===== src/rtl/seq_int_div.sv =====
// Sequential radix-2 restoring integer divider (signed/unsigned) with stb/ack handshakes.
// Optional macro SEQ_INT_DIV_EARLY_OUT_EN: divide-by-zero and signed overflow skip CALC/POST.
module seq_int_div #(
    parameter int WIDTH = 32
) (
    input  logic             clk,
    input  logic             rst_n,
    input  logic [WIDTH-1:0] input_a,
    input  logic             input_a_stb,
    output logic             input_a_ack,
    input  logic [WIDTH-1:0] input_b,
    input  logic             input_signed,
    input  logic             input_b_stb,
    output logic             input_b_ack,
    output logic [WIDTH-1:0] output_z,
    output logic [WIDTH-1:0] output_r,
    output logic             output_z_stb,
    input  logic             output_z_ack
);

    localparam int CW = $clog2(WIDTH) + 1;
    localparam logic [WIDTH-1:0] MIN_NEG = {1'b1, {(WIDTH-1){1'b0}}};
    localparam logic [CW-1:0] LAST_ITER = CW'(WIDTH - 1);

    typedef enum logic [2:0] {IDLE, PREP, CALC, POST, OUT} state_t;

    state_t           state_q;
    logic [WIDTH-1:0] a_q, b_q;
    logic             signed_q;
    logic             a_ack_q, b_ack_q;
    logic [WIDTH-1:0] quo_q, rem_q, div_q;
    logic [CW-1:0]    cnt_q;
    logic             q_neg_q, r_neg_q, dz_q, ovf_q;
    logic [WIDTH-1:0] z_q, r_q;
    logic             stb_q;
`ifdef SEQ_INT_DIV_EARLY_OUT_EN
    logic             dwell_q;
    logic [WIDTH-1:0] early_z_d, early_r_d;
`endif

    logic             a_take, b_take;
    logic             a_neg_d, b_neg_d;
    logic [WIDTH-1:0] mag_a_d, mag_b_d;
    logic             dz_d, ovf_d;
    logic [WIDTH:0]   shifted_d;
    logic             fits_d;
    logic [WIDTH-1:0] rem_d, quo_d;
    logic [WIDTH-1:0] z_fin_d, r_fin_d;

    always_comb begin
        a_take  = (state_q == IDLE) && a_ack_q && input_a_stb;
        b_take  = (state_q == IDLE) && b_ack_q && input_b_stb;

        a_neg_d = signed_q && a_q[WIDTH-1];
        b_neg_d = signed_q && b_q[WIDTH-1];
        mag_a_d = a_neg_d ? (~a_q + 1'b1) : a_q;
        mag_b_d = b_neg_d ? (~b_q + 1'b1) : b_q;
        dz_d    = (b_q == '0);
        ovf_d   = signed_q && (a_q == MIN_NEG) && (b_q == '1);

        // Shift in the next dividend bit and keep the difference only if the divisor fits.
        shifted_d = {rem_q, quo_q[WIDTH-1]};
        fits_d    = (shifted_d >= {1'b0, div_q});
        rem_d     = fits_d ? (shifted_d[WIDTH-1:0] - div_q) : shifted_d[WIDTH-1:0];
        quo_d     = {quo_q[WIDTH-2:0], fits_d};

        z_fin_d = q_neg_q ? (~quo_q + 1'b1) : quo_q;
        r_fin_d = r_neg_q ? (~rem_q + 1'b1) : rem_q;
        if (dz_q) begin
            z_fin_d = '1;
            r_fin_d = a_q;
        end else if (ovf_q) begin
            z_fin_d = a_q;
            r_fin_d = '0;
        end

`ifdef SEQ_INT_DIV_EARLY_OUT_EN
        early_z_d = dz_d ? '1 : a_q;
        early_r_d = dz_d ? a_q : '0;
`endif
    end

    always_ff @(posedge clk or negedge rst_n) begin
        if (!rst_n) begin
            state_q  <= IDLE;
            a_q      <= '0;
            b_q      <= '0;
            signed_q <= 1'b0;
            a_ack_q  <= 1'b1;
            b_ack_q  <= 1'b1;
            quo_q    <= '0;
            rem_q    <= '0;
            div_q    <= '0;
            cnt_q    <= '0;
            q_neg_q  <= 1'b0;
            r_neg_q  <= 1'b0;
            dz_q     <= 1'b0;
            ovf_q    <= 1'b0;
            z_q      <= '0;
            r_q      <= '0;
            stb_q    <= 1'b0;
`ifdef SEQ_INT_DIV_EARLY_OUT_EN
            dwell_q  <= 1'b0;
`endif
        end else begin
            case (state_q)
                IDLE: begin
                    if (a_take) begin
                        a_q     <= input_a;
                        a_ack_q <= 1'b0;
                    end
                    if (b_take) begin
                        b_q      <= input_b;
                        signed_q <= input_signed;
                        b_ack_q  <= 1'b0;
                    end
                    // Leave on the edge that completes the operand pair.
                    if ((!a_ack_q || a_take) && (!b_ack_q || b_take))
                        state_q <= PREP;
                end
                PREP: begin
                    quo_q   <= mag_a_d;
                    div_q   <= mag_b_d;
                    rem_q   <= '0;
                    cnt_q   <= '0;
                    q_neg_q <= a_neg_d ^ b_neg_d;
                    r_neg_q <= a_neg_d;
                    dz_q    <= dz_d;
                    ovf_q   <= ovf_d;
`ifdef SEQ_INT_DIV_EARLY_OUT_EN
                    // Special cases dwell one extra PREP cycle so results land two cycles after capture.
                    if (dz_d || ovf_d) begin
                        if (dwell_q) begin
                            dwell_q <= 1'b0;
                            z_q     <= early_z_d;
                            r_q     <= early_r_d;
                            stb_q   <= 1'b1;
                            state_q <= OUT;
                        end else begin
                            dwell_q <= 1'b1;
                        end
                    end else begin
                        state_q <= CALC;
                    end
`else
                    state_q <= CALC;
`endif
                end
                CALC: begin
                    rem_q <= rem_d;
                    quo_q <= quo_d;
                    cnt_q <= cnt_q + CW'(1);
                    if (cnt_q == LAST_ITER)
                        state_q <= POST;
                end
                POST: begin
                    z_q     <= z_fin_d;
                    r_q     <= r_fin_d;
                    stb_q   <= 1'b1;
                    state_q <= OUT;
                end
                OUT: begin
                    if (output_z_ack) begin
                        stb_q   <= 1'b0;
                        a_ack_q <= 1'b1;
                        b_ack_q <= 1'b1;
                        state_q <= IDLE;
                    end
                end
                default: state_q <= IDLE;
            endcase
        end
    end

    // Acks are forced low while reset is asserted.
    assign input_a_ack  = a_ack_q && rst_n;
    assign input_b_ack  = b_ack_q && rst_n;
    assign output_z     = z_q;
    assign output_r     = r_q;
    assign output_z_stb = stb_q;

endmodule


===== config.mk =====
export PLATFORM = sky130hd
export DESIGN_NAME = seq_int_div
export DESIGN_NICKNAME = d
export VERILOG_FILES = /design/src/rtl/seq_int_div.sv
export SDC_FILE = /design/constraint.sdc
export NUM_CORES = 1
export LEC_CHECK = 0
export ABC_AREA = 1
export CORE_MARGIN = 2
export CORE_UTILIZATION = 40
export DETAILED_ROUTE_END_ITERATION = 6
export GPL_ROUTABILITY_DRIVEN = 0
export PLACE_DENSITY = 0.63
export SLEW_MARGIN = 20
export SYNTH_ARGS = -nofsm -noshare
export SYNTH_HDL_FRONTEND = slang
export SYNTH_SLANG_ARGS = --single-unit

===== constraint.sdc =====
create_clock -name clk -period 2.4 [get_ports clk]
set_input_delay 0.36 -clock clk [delete_from_list [all_inputs] [get_ports clk]]
set_output_delay 0.36 -clock clk [all_outputs]
set_load 0.02 [all_outputs]

### After elaboration in Yosys (flattened, before gate mapping)

Index checks and enable logic that the tools add are counted.

* add/subtract/negate cells: 6
* $lt $le $gt $ge: 1
* eq/ne operators: 12
* muxes and demuxes: 23
* bitwise gates (word level): 5
* reduce and logical (&&, ||, !) cells: 26

Operator list (number)
* $mux W32: 9
* $add A32 B1 Y32 const B: 4
* $not A32 Y32: 4
* $pmux W32 S2: 2
* $eq A32 B32 Y1 const B: 2
* $ge A33 B32 Y1: 1
* $logic_not A32 Y1: 1
* $sub A32 B32 Y32: 1
* $pmux W3 S5: 1
* $pmux W6 S2: 1
* $logic_and A1 B1 Y1: 11
* $mux W3: 3
* $reduce_and A3 Y1: 3
* $ne A2 B2 Y1 const B: 4
* $add A6 B1 Y6 const B: 1
* $eq A3 B2 Y1 const B: 2
* $eq A6 B5 Y1 const B: 1
* $pmux W1 S2: 3
* $reduce_and A2 Y1: 3
* $reduce_bool A2 Y1: 3
* $mux W1: 4
* $eq A3 B1 Y1 const B: 1
* $eq A3 B3 Y1 const B: 1
* $logic_not A3 Y1: 1
* 4 further kinds: 6

* bits in registers: 241
* logic and storage cells: 90

### Logic depth before layout (Yosys ltp)

* depth in word-level cells: 7
* mapped depth: 17
* gate-level depth less buffers: 16

### Worst setup path before layout

OpenSTA, ideal clock, no wires.

* path kind: register -> register
* start point: register quo_q[31]
* end point: register rem_q[16]
* library setup time: 0.118 ns
* data arrival time: 1.859 ns
* path slack: 0.423 ns
* cell stages (with the launch flop): 15
* buffers on the path: 0
* cells stage by stage: dfrtp_1 > inv_1 > ha_1 > inv_1 > fa_1 > nand3_1 > nand3_1 > nand2_1 > nand2_1 > nand3_1 > nand2_1 > xnor2_1 > nand2_1 > nand3_1 > nand2_1

* word-level cells in the longest chain between the ends: 3
* elaborated cells between the ends (all ways): 4

Ends and longest elaborated chain
* start, declared: line 31 `logic [WIDTH-1:0] quo_q, rem_q, div_q;`
* start signal, assigned: line 122 `quo_q <= mag_a_d;`
* start signal, assigned: line 151 `quo_q <= quo_d;`
* $sub A32 B32 Y32 / $ge A33 B32 Y1 (equally long branches): line 64, 63
* $mux W32 (*): line 64 `rem_d = fits_d ? (shifted_d[WIDTH-1:0] - div_q) : shifted_d[WIDTH-1:0];`
* $pmux W32 S2 (*): line 106 `case (state_q)`
* end signal, assigned: line 150 `rem_q <= rem_d;`
* end, declared: line 31

Every way passes the cells marked *; elsewhere a longest branch is shown, timed or not.
A chain may end at the register's enable or synchronous reset.

### Final worst setup path

* start point: register rem_q[2]
* end point: register rem_q[29]

* word-level cells in the longest chain between the ends: 3
* elaborated cells between the ends (all ways): 4

Ends and longest elaborated chain (line)
* $sub A32 B32 Y32 / $ge A33 B32 Y1 (equally long branches): 64, 63
* $mux W32 (*): 64
* $pmux W32 S2 (*): 106

Marks and branches as above.

==> results by group <==
STA
  • Max Slew Vio Count: 0
  • Hold Vio Cnt, Final: 7
  • Final Skew: 18.9 ps
  • Final period util: 0.958
  • Worst-margin pin slew: 809 ps
  • Setup TNS: 0 ps
  • Setup violators final: 0
  • RSZ-0062 raised after global routing: no
  • PnR worst setup slack: 101 ps
  • Fin crit period: 2300 ps
  • Min Hold Slack: -15.4 ps
  • Slew headroom: 0.461
  • Maximum clock frequency: 0.435 GHz

Setup path
  • Endpoint type of the worst setup path: flop
  • Critical path class: flop to flop
  • Critical Path Fanout Max: 5
  • Worst path required time: 2840 ps
  • Crit path DAT: 2740 ps
  • CP startpoint kind: flop

Logic synthesis
  • Synth Instances: 2,430
  • Synth Area in XOR/XNOR: 0.0258
  • Largest family of logic cells by synthesized area: simple AND/OR/NAND/NOR gates
  • Register area share after synthesis: 0.371
  • Area leader, netlist: dfrtp_1
  • Post-synthesis compound-gate area fraction: 0.137
  • Synthesized Nets: 2,539
  • Adder-cell share of the synthesized area: 0.0304
  • Synthesized cell area: 16,300 um^2
  • Share of the synthesized area in the top cell type: 0.367
  • Ys Warns: 0
  • Synth Flop Type: dfrtp_1
  • Syn Area/Cell: 6.70 um^2
  • Asr flop ratio synth: 1.00
  • Post-Synth Simple-Gate Area: 0.337
  • Post-synth EDFFs: 0
  • Synth top area cells: dfrtp_1 37%, nand2_1 16%, nand3_1 7.2%
  • Flops & latches, synth: 241
  • Synth unique cells: 50
  • Post-synthesis mux area share: 0

Final layout
  • Filler cells: 4,019
  • Register area: 6040 um^2
  • Area delta synth->final: 20.5%
  • Final nets: 2,682
  • Multi-input gate area: 8770 um^2
  • Finished Core Util: 0.491
  • Layout cells sized above 1: 0.0740

Clock network
  • CTS tree: built
  • Max Root-Sink Buffers: 3
  • H-tree levels: 1
  • Root Driver: clkbuf_16
  • Reg clk slew, reported paths: 60 ps
  • Worst skew pair latency: 560 ps
  • Post-CTS Hold Buffers: 0
  • CTS Sinks: 241
  • TritonCTS Buffers: 28

Worst hold path
  • Hold Path Class: primary input to asynchronous set/reset pin

Power and ir drop
  • Sw frac: 0.514
  • VDD IR max: 0.635 mV
  • Sequential share of power: 0.249
  • Logic gate share of total power: 0.614
  • Pwr Density: 1680 nW/um^2
  • Switching power: 0.0169 W
  • Internal power: 0.0160 W
  • LEAKAGE: 9.50 nW
  • Clock power share: 0.137

Die
  • Die Width: 206 um
  • Core ar.: 39,900 um^2
  • Row count: 73
  • Total Die Area: 42,300 um^2
  • I/O pin count: 137
  • Initial Utilization: 0.408
  • Height of the die: 206 um

Global routing
  • Global-route usage over all layers: 0.272
  • Met3 GRT Util: 0.0402
  • Overflow after GRT: 0
  • Vias in the first global route: 16,117
  • Initial antenna violation count: 1
  • Largest net degree at the start of global routing: 125
  • First-pass GRT wire length: 90,100 um
  • GRT Max-Usage Layer: met2
  • GR Layer Usage met1: 0.382
  • Met2 Track Usage GR: 0.420

Place
  • Port Buffers: 136
  • DP Worst Slack: 24.0 ps
  • Detailed placement HPWL: 44,000 um

Route
  • Remaining DRCs: 0
  • WL/cell: 18.5 um
  • DR iter-0 viols: 1,819
  • Total wire length: 57,700 um
  • Antenna Nets Post-Route: 0
  • Detailed Routing Iterations Pass 1: 6
  • Vias per std cell: 5.50
  • Total number of vias: 17,163

Outcome
  • Outcome: complete, but fails checks
  • Failing checks: hold timing

Run
  • Maxcap violations: 0
## cell usage after synthesis (2+ instances only)
cell type	count
a21oi_1	159
nand2_2	12
o221ai_1	12
o21ai_1	16
nand4_1	36
xor2_1	32
nor3_1	24
nand3_1	235
nand3b_1	11
inv_2	16
buf_2	31
o31ai_1	6
a32oi_1	4
xnor2_1	16
nor4_1	6
clkbuf_1	45
a21o_1	3
o21ai_0	156
a31oi_1	2
o21bai_1	11
nand3_2	2
nor3_4	2
ha_1	38
and2_1	4
nand2_1	701
clkinv_1	3
o22a_1	5
buf_6	3
nor2_1	224
dfrtp_1	239
buf_1	8
or2_2	2
a22oi_1	2
o211ai_1	6
dfstp_2	2
nor3_2	3
nor2_2	13
inv_1	306
o22ai_1	19
nor2_4	5
## critical path, stage by stage (launching register included)
cell and delay (ps):
dfrtp_1 440, ha_1 410, nand2_1 130, nor2_1 200
nand2_1 70, nand3_1 190, nand2_1 70, nand2_1 150
nand2_1 90, nand2_1 70, nand2_1 40, nand2_1 110
nand2_1 70, nand3_1 60, nand2_1 60
## timing repair
| action | CTS | global route |
|---|---|---|
| endpoints found under the setup margin | 0 | 33 |
| gates resized for setup | 0 | 30 |
| buffers inserted | 0 | 0 |
## per-stage QoR
stage / instances / total power (W) / cell area (um^2)
final: 3122 / 0.0329 / 19600
after global routing: 3120 / 0.0354 / 19600
after CTS: 3120 / 0.0322 / 19400
after detailed placement: 3068 / 0.0276 / 18500
after global placement: 3068 / 0.0274 / 18500
after floorplan: 2430 / 0.0207 / 16300
## final cells by class
type                    instances  share of cell area
repair buffers                200              0.0992
clock inverters                 8             0.00517
diodes                          2            0.000255
flip-flops and latches        241               0.308
multi-input cells            1777               0.447
well taps                     525              0.0335
inverters                     325              0.0622
clock buffers                  44              0.0445
## power by group through the flow
stage | combinational, W | sequential, W | clock [W]
floorplan | 0.0126 | 0.00807 | 0
global placement | 0.0192 | 0.00813 | 0
detailed placement | 0.0194 | 0.00817 | 0
CTS | 0.0195 | 0.00811 | 0.00455
global route | 0.0223 | 0.00839 | 0.00471
finish | 0.0202 | 0.00820 | 0.00450
## per-layer routing
| layer | up-vias | share of wire |
|---|---|---|
| met3 | 136 | 0.088 |
| met4 | 0 | 0.045 |
| met1 | 8037 | 0.43 |
| li1 | 8153 | - |
| met5 | - | 0 |
| met2 | 837 | 0.43 |
## cell usage in the layout, fill, tap and decap left out, drive strengths merged, types with 3 or more instances in the layout
master,netlist,routed
a21o,3,3
a21oi,159,159
a32oi,4,4
and2,4,4
buf,42,65
clkbuf,45,44
clkdlybuf4s50,0,135
clkinv,3,6
clkinvlp,0,3
dfrtp,239,239
ha,38,38
inv,322,322
nand2,714,714
nand3,238,238
nand3b,11,11
nand4,36,36
nor2,242,242
nor3,29,29
nor4,6,6
o211ai,6,6
o21ai,173,173
o21bai,11,11
o221ai,12,12
o22a,5,5
o22ai,19,19
o31ai,6,6
or2,3,3
xnor2,16,16
xor2,32,32
## sequential cells by signal, indices dropped and copies added (netlist names)
signal,count
a_q,32
b_q,32
div_q,32
output_r,32
output_z,32
quo_q,32
rem_q,32
cnt_q,6
state_q,3
a_ack_q,1
b_ack_q,1
dz_q,1
output_z_stb,1
ovf_q,1
q_neg_q,1
r_neg_q,1
signed_q,1
## kinds of logic after synthesis
kind of cell             Yosys count
AND/OR/NAND/NOR                 1284
XOR/XNOR                          48
buffers and inverters            412
adder cells (fa/ha/maj)           39
flip-flops                       241
AO/OA/AOI/OAI                    406
## worst paths after layout
path                               from      endpoint  slack [ps]  cells past startpoint
max                            rem_q[2]     rem_q[29]         100                     14
min                               rst_n       a_q[22]         -20                      2
max reg2reg                    rem_q[2]     rem_q[29]         100                     14
min reg2reg                output_z_stb  output_z_stb         480                      2
max in group asynchronous         rst_n     rem_q[23]        1780                      2
min in group clk            input_b[12]       b_q[12]         340                      3
Power figures use the tool's default switching activity.
